==> src/rtl/mem_arbiter_if.sv <==
// Request/response signals of the two requesters plus the shared RAM port
// for mem_arbiter; slave = arbiter side, master = requesters and RAM side.
interface mem_arbiter_if #(
   parameter int ADDRESS_WIDTH = 10,
   parameter int DATA_WIDTH    = 32,
   parameter int BYTES         = 4
);
   localparam int AW = ADDRESS_WIDTH + 2;

   logic                     r0_valid, r0_ready, r0_we;
   logic [AW-1:0]            r0_addr;
   logic [1:0]               r0_size;
   logic [DATA_WIDTH-1:0]    r0_wdata;
   logic                     r0_rsp_valid, r0_rsp_err;
   logic [DATA_WIDTH-1:0]    r0_rsp_rdata;

   logic                     r1_valid, r1_ready, r1_we;
   logic [AW-1:0]            r1_addr;
   logic [1:0]               r1_size;
   logic [DATA_WIDTH-1:0]    r1_wdata;
   logic                     r1_rsp_valid, r1_rsp_err;
   logic [DATA_WIDTH-1:0]    r1_rsp_rdata;

   logic [ADDRESS_WIDTH-1:0] mem_addr;
   logic [BYTES-1:0]         mem_be;
   logic                     mem_we;
   logic [DATA_WIDTH-1:0]    mem_wdata;
   logic [DATA_WIDTH-1:0]    mem_rdata;

   modport slave (
      input  r0_valid, r0_we, r0_addr, r0_size, r0_wdata,
      output r0_ready, r0_rsp_valid, r0_rsp_err, r0_rsp_rdata,
      input  r1_valid, r1_we, r1_addr, r1_size, r1_wdata,
      output r1_ready, r1_rsp_valid, r1_rsp_err, r1_rsp_rdata,
      output mem_addr, mem_be, mem_we, mem_wdata,
      input  mem_rdata
   );

   modport master (
      output r0_valid, r0_we, r0_addr, r0_size, r0_wdata,
      input  r0_ready, r0_rsp_valid, r0_rsp_err, r0_rsp_rdata,
      output r1_valid, r1_we, r1_addr, r1_size, r1_wdata,
      input  r1_ready, r1_rsp_valid, r1_rsp_err, r1_rsp_rdata,
      input  mem_addr, mem_be, mem_we, mem_wdata,
      output mem_rdata
   );
endinterface

==> src/rtl/mem_arbiter.sv <==
// Two-requester arbiter for one byte-enabled RAM port: IDLE -> ACCESS -> RESP.
// Define MEM_ARB_FIXED_PRIO_EN for fixed r0 priority instead of round-robin.
module mem_arbiter #(
   parameter int ADDRESS_WIDTH = 10,
   parameter int BYTE_WIDTH    = 8,
   parameter int BYTES         = 4,
   parameter int DATA_WIDTH    = BYTE_WIDTH * BYTES
) (
   input logic          clk,
   input logic          reset,
   mem_arbiter_if.slave bus
);
   localparam int AW = ADDRESS_WIDTH + 2;

   typedef enum logic [1:0] {IDLE = 2'd0, ACCESS = 2'd1, RESP = 2'd2} state_t;

   state_t                   state_q, state_d;
   logic                     grant_q, grant_d;
   logic                     we_q, we_d;
   logic                     err_q, err_d;
   logic [1:0]               off_q, off_d;
   logic [1:0]               size_q, size_d;
   logic [1:0]               rsp_valid_q, rsp_valid_d;
   logic [ADDRESS_WIDTH-1:0] mem_addr_q, mem_addr_d;
   logic [BYTES-1:0]         mem_be_q, mem_be_d;
   logic                     mem_we_q, mem_we_d;
   logic [DATA_WIDTH-1:0]    mem_wdata_q, mem_wdata_d;
`ifndef MEM_ARB_FIXED_PRIO_EN
   logic                     last_grant_q, last_grant_d;
`endif

   logic                     sel, req_valid, req_we, req_err;
   logic [AW-1:0]            req_addr;
   logic [1:0]               req_size;
   logic [DATA_WIDTH-1:0]    req_wdata, req_lanes;
   logic [BYTES-1:0]         req_be;
   logic [DATA_WIDTH-1:0]    load_shifted, load_mask, rsp_rdata;

   // sel picks the requester that would be accepted this cycle.
   always_comb begin
`ifdef MEM_ARB_FIXED_PRIO_EN
      sel = !bus.r0_valid && bus.r1_valid;
`else
      sel = (bus.r0_valid && bus.r1_valid) ? !last_grant_q : bus.r1_valid;
`endif
   end

   assign bus.r0_ready = (state_q == IDLE) && !sel && !reset;
   assign bus.r1_ready = (state_q == IDLE) &&  sel && !reset;

   assign req_valid = sel ? bus.r1_valid : bus.r0_valid;
   assign req_we    = sel ? bus.r1_we    : bus.r0_we;
   assign req_addr  = sel ? bus.r1_addr  : bus.r0_addr;
   assign req_size  = sel ? bus.r1_size  : bus.r0_size;
   assign req_wdata = sel ? bus.r1_wdata : bus.r0_wdata;

   // Narrow stores are replicated across lanes; byte enables pick the target.
   always_comb begin
      req_err   = 1'b0;
      req_be    = '0;
      req_lanes = req_wdata;
      case (req_size)
         2'd0: begin
            req_be    = {{(BYTES-1){1'b0}}, 1'b1} << req_addr[1:0];
            req_lanes = {BYTES{req_wdata[BYTE_WIDTH-1:0]}};
         end
         2'd1: begin
            req_be    = {{(BYTES-2){1'b0}}, 2'b11} << req_addr[1:0];
            req_err   = req_addr[0];
            req_lanes = {(BYTES/2){req_wdata[2*BYTE_WIDTH-1:0]}};
         end
         2'd2: begin
            req_be  = '1;
            req_err = |req_addr[1:0];
         end
         default: req_err = 1'b1;
      endcase
   end

   always_comb begin
      state_d     = state_q;
      grant_d     = grant_q;
      we_d        = we_q;
      err_d       = err_q;
      off_d       = off_q;
      size_d      = size_q;
      mem_addr_d  = mem_addr_q;
      mem_wdata_d = mem_wdata_q;
      mem_we_d    = 1'b0;
      mem_be_d    = '0;
      rsp_valid_d = 2'b00;
`ifndef MEM_ARB_FIXED_PRIO_EN
      last_grant_d = last_grant_q;
`endif
      case (state_q)
         IDLE: begin
            if (req_valid) begin
               state_d     = ACCESS;
               grant_d     = sel;
               we_d        = req_we;
               err_d       = req_err;
               off_d       = req_addr[1:0];
               size_d      = req_size;
               mem_addr_d  = req_addr[AW-1:2];
               mem_wdata_d = req_lanes;
               mem_we_d    = req_we && !req_err;
               mem_be_d    = req_err ? '0 : req_be;
`ifndef MEM_ARB_FIXED_PRIO_EN
               last_grant_d = sel;
`endif
            end
         end
         ACCESS: begin
            state_d              = RESP;
            rsp_valid_d[grant_q] = 1'b1;
         end
         default: state_d = IDLE;
      endcase
   end

   always_ff @(posedge clk or posedge reset) begin
      if (reset) begin
         state_q      <= IDLE;
         grant_q      <= 1'b0;
         we_q         <= 1'b0;
         err_q        <= 1'b0;
         off_q        <= 2'b00;
         size_q       <= 2'b00;
         rsp_valid_q  <= 2'b00;
         mem_addr_q   <= '0;
         mem_be_q     <= '0;
         mem_we_q     <= 1'b0;
         mem_wdata_q  <= '0;
`ifndef MEM_ARB_FIXED_PRIO_EN
         last_grant_q <= 1'b1;
`endif
      end else begin
         state_q      <= state_d;
         grant_q      <= grant_d;
         we_q         <= we_d;
         err_q        <= err_d;
         off_q        <= off_d;
         size_q       <= size_d;
         rsp_valid_q  <= rsp_valid_d;
         mem_addr_q   <= mem_addr_d;
         mem_be_q     <= mem_be_d;
         mem_we_q     <= mem_we_d;
         mem_wdata_q  <= mem_wdata_d;
`ifndef MEM_ARB_FIXED_PRIO_EN
         last_grant_q <= last_grant_d;
`endif
      end
   end

   assign bus.mem_addr  = mem_addr_q;
   assign bus.mem_be    = mem_be_q;
   assign bus.mem_we    = mem_we_q;
   assign bus.mem_wdata = mem_wdata_q;

   // RAM data arrives during RESP, so the load alignment stays combinational.
   assign load_shifted = bus.mem_rdata >> (BYTE_WIDTH * off_q);

   always_comb begin
      case (size_q)
         2'd0:    load_mask = {{(DATA_WIDTH-BYTE_WIDTH){1'b0}}, {BYTE_WIDTH{1'b1}}};
         2'd1:    load_mask = {{(DATA_WIDTH-2*BYTE_WIDTH){1'b0}}, {(2*BYTE_WIDTH){1'b1}}};
         default: load_mask = '1;
      endcase
   end

   assign rsp_rdata = (we_q || err_q) ? '0 : (load_shifted & load_mask);

   assign bus.r0_rsp_valid = rsp_valid_q[0];
   assign bus.r1_rsp_valid = rsp_valid_q[1];
   assign bus.r0_rsp_err   = rsp_valid_q[0] && err_q;
   assign bus.r1_rsp_err   = rsp_valid_q[1] && err_q;
   assign bus.r0_rsp_rdata = rsp_valid_q[0] ? rsp_rdata : '0;
   assign bus.r1_rsp_rdata = rsp_valid_q[1] ? rsp_rdata : '0;
endmodule
==> src/flat_wrapper.sv <==
// flat-port wrapper written by rule: the top's interface ports become plain ports
module mem_arbiter_flat 
#(
   parameter int ADDRESS_WIDTH = 10,
   parameter int BYTE_WIDTH    = 8,
   parameter int BYTES         = 4,
   parameter int DATA_WIDTH    = BYTE_WIDTH * BYTES
)
  (clk, reset, bus_r0_valid, bus_r0_we, bus_r0_addr, bus_r0_size, bus_r0_wdata, bus_r0_ready, bus_r0_rsp_valid, bus_r0_rsp_err, bus_r0_rsp_rdata, bus_r1_valid, bus_r1_we, bus_r1_addr, bus_r1_size, bus_r1_wdata, bus_r1_ready, bus_r1_rsp_valid, bus_r1_rsp_err, bus_r1_rsp_rdata, bus_mem_addr, bus_mem_be, bus_mem_we, bus_mem_wdata, bus_mem_rdata);
  mem_arbiter_if #(.ADDRESS_WIDTH(ADDRESS_WIDTH), .DATA_WIDTH(DATA_WIDTH), .BYTES(BYTES)) bus_i ();
  input logic clk;
  input logic reset;
  input wire logic [$bits(bus_i.r0_valid)-1:0] bus_r0_valid;
  input wire logic [$bits(bus_i.r0_we)-1:0] bus_r0_we;
  input wire logic [$bits(bus_i.r0_addr)-1:0] bus_r0_addr;
  input wire logic [$bits(bus_i.r0_size)-1:0] bus_r0_size;
  input wire logic [$bits(bus_i.r0_wdata)-1:0] bus_r0_wdata;
  output wire logic [$bits(bus_i.r0_ready)-1:0] bus_r0_ready;
  output wire logic [$bits(bus_i.r0_rsp_valid)-1:0] bus_r0_rsp_valid;
  output wire logic [$bits(bus_i.r0_rsp_err)-1:0] bus_r0_rsp_err;
  output wire logic [$bits(bus_i.r0_rsp_rdata)-1:0] bus_r0_rsp_rdata;
  input wire logic [$bits(bus_i.r1_valid)-1:0] bus_r1_valid;
  input wire logic [$bits(bus_i.r1_we)-1:0] bus_r1_we;
  input wire logic [$bits(bus_i.r1_addr)-1:0] bus_r1_addr;
  input wire logic [$bits(bus_i.r1_size)-1:0] bus_r1_size;
  input wire logic [$bits(bus_i.r1_wdata)-1:0] bus_r1_wdata;
  output wire logic [$bits(bus_i.r1_ready)-1:0] bus_r1_ready;
  output wire logic [$bits(bus_i.r1_rsp_valid)-1:0] bus_r1_rsp_valid;
  output wire logic [$bits(bus_i.r1_rsp_err)-1:0] bus_r1_rsp_err;
  output wire logic [$bits(bus_i.r1_rsp_rdata)-1:0] bus_r1_rsp_rdata;
  output wire logic [$bits(bus_i.mem_addr)-1:0] bus_mem_addr;
  output wire logic [$bits(bus_i.mem_be)-1:0] bus_mem_be;
  output wire logic [$bits(bus_i.mem_we)-1:0] bus_mem_we;
  output wire logic [$bits(bus_i.mem_wdata)-1:0] bus_mem_wdata;
  input wire logic [$bits(bus_i.mem_rdata)-1:0] bus_mem_rdata;
  assign bus_i.r0_valid = bus_r0_valid;
  assign bus_i.r0_we = bus_r0_we;
  assign bus_i.r0_addr = bus_r0_addr;
  assign bus_i.r0_size = bus_r0_size;
  assign bus_i.r0_wdata = bus_r0_wdata;
  assign bus_r0_ready = bus_i.r0_ready;
  assign bus_r0_rsp_valid = bus_i.r0_rsp_valid;
  assign bus_r0_rsp_err = bus_i.r0_rsp_err;
  assign bus_r0_rsp_rdata = bus_i.r0_rsp_rdata;
  assign bus_i.r1_valid = bus_r1_valid;
  assign bus_i.r1_we = bus_r1_we;
  assign bus_i.r1_addr = bus_r1_addr;
  assign bus_i.r1_size = bus_r1_size;
  assign bus_i.r1_wdata = bus_r1_wdata;
  assign bus_r1_ready = bus_i.r1_ready;
  assign bus_r1_rsp_valid = bus_i.r1_rsp_valid;
  assign bus_r1_rsp_err = bus_i.r1_rsp_err;
  assign bus_r1_rsp_rdata = bus_i.r1_rsp_rdata;
  assign bus_mem_addr = bus_i.mem_addr;
  assign bus_mem_be = bus_i.mem_be;
  assign bus_mem_we = bus_i.mem_we;
  assign bus_mem_wdata = bus_i.mem_wdata;
  assign bus_i.mem_rdata = bus_mem_rdata;
  mem_arbiter #(.ADDRESS_WIDTH(ADDRESS_WIDTH), .BYTE_WIDTH(BYTE_WIDTH), .BYTES(BYTES), .DATA_WIDTH(DATA_WIDTH)) u_core (.clk(clk), .reset(reset), .bus(bus_i));
endmodule
==> config.mk <==
export PLATFORM = sky130hd
export DESIGN_NAME = mem_arbiter_flat
export DESIGN_NICKNAME = d
export VERILOG_FILES = /design/src/rtl/mem_arbiter_if.sv /design/src/rtl/mem_arbiter.sv /design/src/flat_wrapper.sv
export SDC_FILE = /design/constraint.sdc
export NUM_CORES = 1
export LEC_CHECK = 0
export CORE_MARGIN = 2
export CORE_UTILIZATION = 39
export CTS_BUF_LIST = sky130_fd_sc_hd__clkbuf_4 sky130_fd_sc_hd__clkbuf_8 sky130_fd_sc_hd__clkbuf_16
export DETAILED_ROUTE_END_ITERATION = 16
export GPL_TIMING_DRIVEN = 0
export PLACE_DENSITY = 0.82
export SLEW_MARGIN = 20
export SYNTH_ARGS = -nofsm -noshare
export SYNTH_HDL_FRONTEND = slang
export SYNTH_SLANG_ARGS = --single-unit
export TNS_END_PERCENT = 100
==> constraint.sdc <==
create_clock -name clk -period 4.7 [get_ports clk]
set_input_delay 1.41 -clock clk [delete_from_list [all_inputs] [get_ports clk]]
set_output_delay 1.41 -clock clk [all_outputs]
set_load 0.02 [all_outputs]
-- Word level (Yosys, flattened, before mapping)
Index checks and enable logic that the tools add are counted.
- reduce and logical (&&, ||, !) cells: 19
- multiplexer cells: 23
- shift-type cells: 3
- bitwise operators: 1
- $lt $le $gt $ge: 2
- equal/unequal tests: 5
- operators with widths (operator ; count):
    $mux W32 ; 4
    $pmux W32 S2 ; 2
    $and A32 B32 Y32 ; 1
    $shr A32 B5 Y32 ; 1
    $mux W12 ; 1
    $mux W4 ; 3
    $pmux W4 S3 ; 1
    $logic_and A1 B1 Y1 ; 9
    $eq A2 B1 Y1 const B ; 3
    $logic_not A2 Y1 ; 3
    $mux W1 ; 6
    $mux W2 ; 3
    $logic_not A1 Y1 ; 4
    $pmux W2 S2 ; 1
    $shl A1 B2 Y4 const A ; 1
    $shl A2 B2 Y4 const A ; 1
    $pmux W1 S3 ; 1
    $eq A2 B2 Y1 const B ; 1
    $lt A1 B2 Y1 const B ; 1
    $ne A2 B1 Y1 const B ; 1
    $reduce_and A2 Y1 ; 1
    $reduce_or A2 Y1 ; 1
    $demux W1 S1 ; 1
    $ge A1 B1 Y1 const B ; 1
    $logic_or A1 B1 Y1 ; 1
- bits in registers: 59
- input port bits: 130
- logic and storage cells: 65

-- Depth between registers and ports, before layout
- word-level depth: 9
- depth in mapped cells: 6
- gate-level depth less buffers: 5

-- Least setup slack after synthesis
OpenSTA, ideal clock, no wires.
- path kind: input to output
- from: input port reset
- to: output port bus_r0_ready
- slack: 0.184 ns
- arrival time: 3.106 ns
- data required time: 3.290 ns
- path buffers: 0
- stages on the path: 2
- cells stage by stage: inv_1 -> and3_1
- longest elaborated chain between the ends: 2
- ends and longest elaborated chain (what ; RTL line ; text):
    start: declaration ; flat_wrapper.sv:12 ; input logic reset;
    $logic_not A1 Y1 ; mem_arbiter.sv:48 ; assign bus.r0_ready = (state_q == IDLE) && !sel && !reset;
    $logic_and A1 B1 Y1 ; mem_arbiter.sv:48 ;
    end: declaration ; flat_wrapper.sv:18 ; output wire logic [$bits(bus_i.r0_ready)-1:0] bus_r0_ready;
No other way between the ends.

-- Worst setup path after layout
- from: input port bus_mem_rdata[29]
- to: output port bus_r1_rsp_rdata[5]
- longest elaborated chain between the ends: 4
- ends and longest elaborated chain (what ; RTL line ; text):
    start: declaration ; flat_wrapper.sv:35 ; input wire logic [$bits(bus_i.mem_rdata)-1:0] bus_mem_rdata;
    $shr A32 B5 Y32 ; mem_arbiter.sv:161 ; assign load_shifted = bus.mem_rdata >> (BYTE_WIDTH * off_q);
    $and A32 B32 Y32 ; mem_arbiter.sv:171 ; assign rsp_rdata = (we_q || err_q) ? '0 : (load_shifted & load_mask);
    $mux W32 ; mem_arbiter.sv:171 ;
    $mux W32 ; mem_arbiter.sv:178 ; assign bus.r1_rsp_rdata = rsp_valid_q[1] ? rsp_rdata : '0;
    end: declaration ; flat_wrapper.sv:30 ; output wire logic [$bits(bus_i.r1_rsp_rdata)-1:0] bus_r1_rsp_rdata;
No other way between the ends.

==> results by group <==
Pwr
  – Leakage: 0.003093 µW
  – Power Density: 476.6 nW/µm²
  – Peak VDD IR: 0.3119 mV

Routing
  – Met3 WL post-DR: 1.765 mm
  – Top Layer Used: met4
  – Routed Wire Length: 17.95 mm
  – Routed met2 length: 8.861 mm
  – Via Count: 4991
  – Drt wl/cell: 19.79 µm
  – M1 WL: 6.738 mm
  – Antenna-violating nets left: 0
  – Starting DRT DRC Count: 376
  – Drt pass-1 iters: 5
  – Number of vias per cell: 5.503
  – Drc violations: 0

Worst setup path
  – Register-to-Register Setup Slack: 2780 ps
  – Worst Reg-to-Reg Cells: 6
  – R2r startpoint: u_core.last_grant_q
  – Worst reg2reg endpoint: u_core.bus.mem_wdata[19]
  – Worst EP arrival: 3270 ps
  – Startpoint Class: input pin
  – Worst Path Max Fanout: 4
  – CP endpoint kind: primary output
  – Kind of critical path: in -> out
  – Critical Path RT: 3290 ps

Final layout
  – Antenna cells: 0
  – Fraction of layout cells with a size suffix above 1: 0.06519
  – Nets: 892
  – Layout area overhead: 67.79%
  – Final Cell Area: 7151 µm²

STA
  – Relative slew slack: 0.5691
  – # setup viols final: 0
  – Slew Limit Fails: 0
  – Final min period: 4677 ps
  – Unrepaired setup endpoints after global routing: no
  – Worst-Margin Slew: 642.0 ps
  – Final Hold Vio Count: 0
  – Worst Skew: 6.289 ps
  – Final critical-path share of the clock period: 0.9952
  – Max Clk Rate: 0.2138 GHz
  – Fin worst setup slack: 22.71 ps

Yosys
  – Mapped cell area: 4262 µm²
  – FF+latch count, synth: 59
  – Seq/Total Area, Yosys: 0.3467
  – Syn_nets: 636
  – Synthesized area per cell: 8.422 µm²
  – Yosys cell types: 42
  – Yosys warns: 0
  – Async SR Flop Fraction: 1.000
  – Primary FF master, synth: dfrtp_1
  – Mapped Cells: 506
  – EDFF count, synth: 0

Clocking
  – Clk sinks: 59
  – Clock-pin slew on the worst setup and hold paths: 70 ps
  – CTS tree: built
  – CTS Hold Bufs: 0
  – Worst-Skew Late Latency: 330 ps
  – Total CTS buffers: 9
  – CTS Buffer Depth: 2
  – Clk root buf: clkbuf_8
  – Htree depth: 3

Floorplanning
  – Die Ht: 108.5 µm
  – Width of the die: 108.5 µm
  – Die area: 11780 µm²
  – # rows: 38
  – I/O pin cnt: 247
  – Core area: 10750 µm²
  – Starting Density: 0.3966

Global route
  – GR Overflow Total: 0
  – Vias in the first global route: 5051
  – Largest net degree at the start of global routing: 62
  – Initial antenna violation count: 0
  – GRT Total Usage: 0.3028
  – First-pass GRT wire length: 26.99 mm

Placement
  – Dpl hpwl: 14.47 mm
  – Post-Place Setup Slack: -330.0 ps
  – Post-place instance area: 6919 µm²
  – Gpl congestion: 0.9342
  – PortBufs: 245

Min path
  – Worst hold endpoint: u_core.rsp_valid_q[0]
  – Hold depth: 1
  – HP Class: reg -> reg
  – Worst hold start: u_core.grant_q

Status
  – Status: completed

Flow run
  – Total of max-cap violations: 0
==> cells by family (layout without fill, tap and decap cells) <==
family	count (synthesis)	after routing	synth area share
simple gates	212	212	0.2446
compound gates	134	134	0.2196
flops	59	59	0.3467
mux	52	52	0.1301
buf+inv	45	306	0.05079
xor+xnor	4	4	0.008222
==> what timing repair did <==
item                                    CTS  global route
resized for setup                         5            13
endpoints found under the setup margin    3            13
hold endpoints to repair                  0             0
buffers inserted                          0             0
==> flip-flops by register name (all words and copies together) (netlist names) <==
signal and cells:
u_core.bus.mem_wdata 32, u_core.bus.mem_addr 10, u_core.bus.mem_be 4, u_core.off_q 2
u_core.rsp_valid_q 2, u_core.size_q 2, u_core.state_q 2, u_core.bus.mem_we 1
u_core.err_q 1, u_core.grant_q 1, u_core.last_grant_q 1, u_core.we_q 1
==> metrics by stage <==
stage	total power [µW]	utilization	setup TNS [ps]	std cells	hold slack [ps]
2_1_floorplan	2029	-	0	506	416.1
3_3_place_gp	2909	0.6411	-2387	891	456.3
3_5_place_dp	2933	0.6439	-640.0	892	458.6
4_1_cts	3409	0.6624	0	907	459.9
5_1_grt	3613	0.6655	0	907	475.1
6_report	3408	0.6655	0	907	455.4
==> how the worst max path moves through the flow <==
stage	to	slack, ps	from
2_1_floorplan	bus_r0_ready	180	reset
3_3_place_gp	bus_r1_ready	-1190	reset
3_5_place_dp	bus_r1_ready	-330	bus_r1_valid
4_1_cts	bus_r1_rsp_rdata[14]	20	bus_mem_rdata[30]
5_1_grt	bus_r1_rsp_rdata[4]	7	bus_mem_rdata[28]
6_report	bus_r1_rsp_rdata[5]	20	bus_mem_rdata[29]
==> critical path, stage by stage <==
cell and delay, ps:
clkdlybuf4s50_1 570, mux2i_1 130, nand2_1 90, o211ai_1 130
nor2_1 270, clkdlybuf4s50_1 660
==> cell usage in the layout, fill, tap and decap left out, drive strengths merged, types with 25 or more instances in the layout <==
cell type / n
o21ai: 26
dfrtp: 58
a211oi: 25
clkbuf: 26
and2: 35
nor2: 53
buf: 25
mux2i: 35
clkdlybuf4s50: 230
nand2: 71
nor2b: 27
==> power breakdown <==
part / leakage [µW] / internal (µW) / switching, µW
clock network: 0.000103 / 263 / 209
logic: 0.00228 / 901 / 1120
registers: 0.000707 / 754 / 159
total: 0.00309 / 1920 / 1490
==> per-layer routing <==
layer,vias to the layer above,global-route usage
li1,2314,-
met1,2363,0.3377
met2,276,0.5366
met3,38,0.08861
met4,0,0.1264
met5,-,0
==> cell usage after synthesis, types with 2 or more instances <==
library cell / n / area share
buf_2: 17 / 0.020
dfrtp_1: 58 / 0.34
nand2_1: 71 / 0.063
o21ai_1: 19 / 0.022
a31oi_1: 12 / 0.018
o21a_1: 10 / 0.018
and2_1: 35 / 0.051
nand3b_1: 8 / 0.014
o221ai_1: 8 / 0.016
mux2_1: 17 / 0.045
o311a_1: 8 / 0.019
nor2_2: 3 / 0.0044
a211oi_1: 25 / 0.044
buf_4: 5 / 0.0088
o211ai_1: 11 / 0.019
inv_1: 3 / 0.0026
or2_1: 8 / 0.012
nor3_1: 5 / 0.0059
mux2i_1: 34 / 0.080
o21ai_0: 7 / 0.0082
a22o_1: 8 / 0.016
o31ai_1: 8 / 0.014
nor2b_1: 27 / 0.040
and3_1: 2 / 0.0029
a21oi_1: 14 / 0.016
xor2_1: 3 / 0.0062
nor2_1: 49 / 0.043
inv_2: 2 / 0.0018
clkbuf_1: 16 / 0.014
==> cell type report <==
cell class | instances | area [µm²]
Timing Repair Buffer | 246 | 2510
Inverter | 5 | 21.27
Sequential cell | 59 | 1478
Clock buffer | 11 | 145.1
Multi-Input combinational cell | 402 | 2567
Tap cell | 140 | 175.2
Buffer | 39 | 201.4
Fill cell | 932 | 3595
Clock inverter | 5 | 52.55
Power figures use the tool's default switching activity.
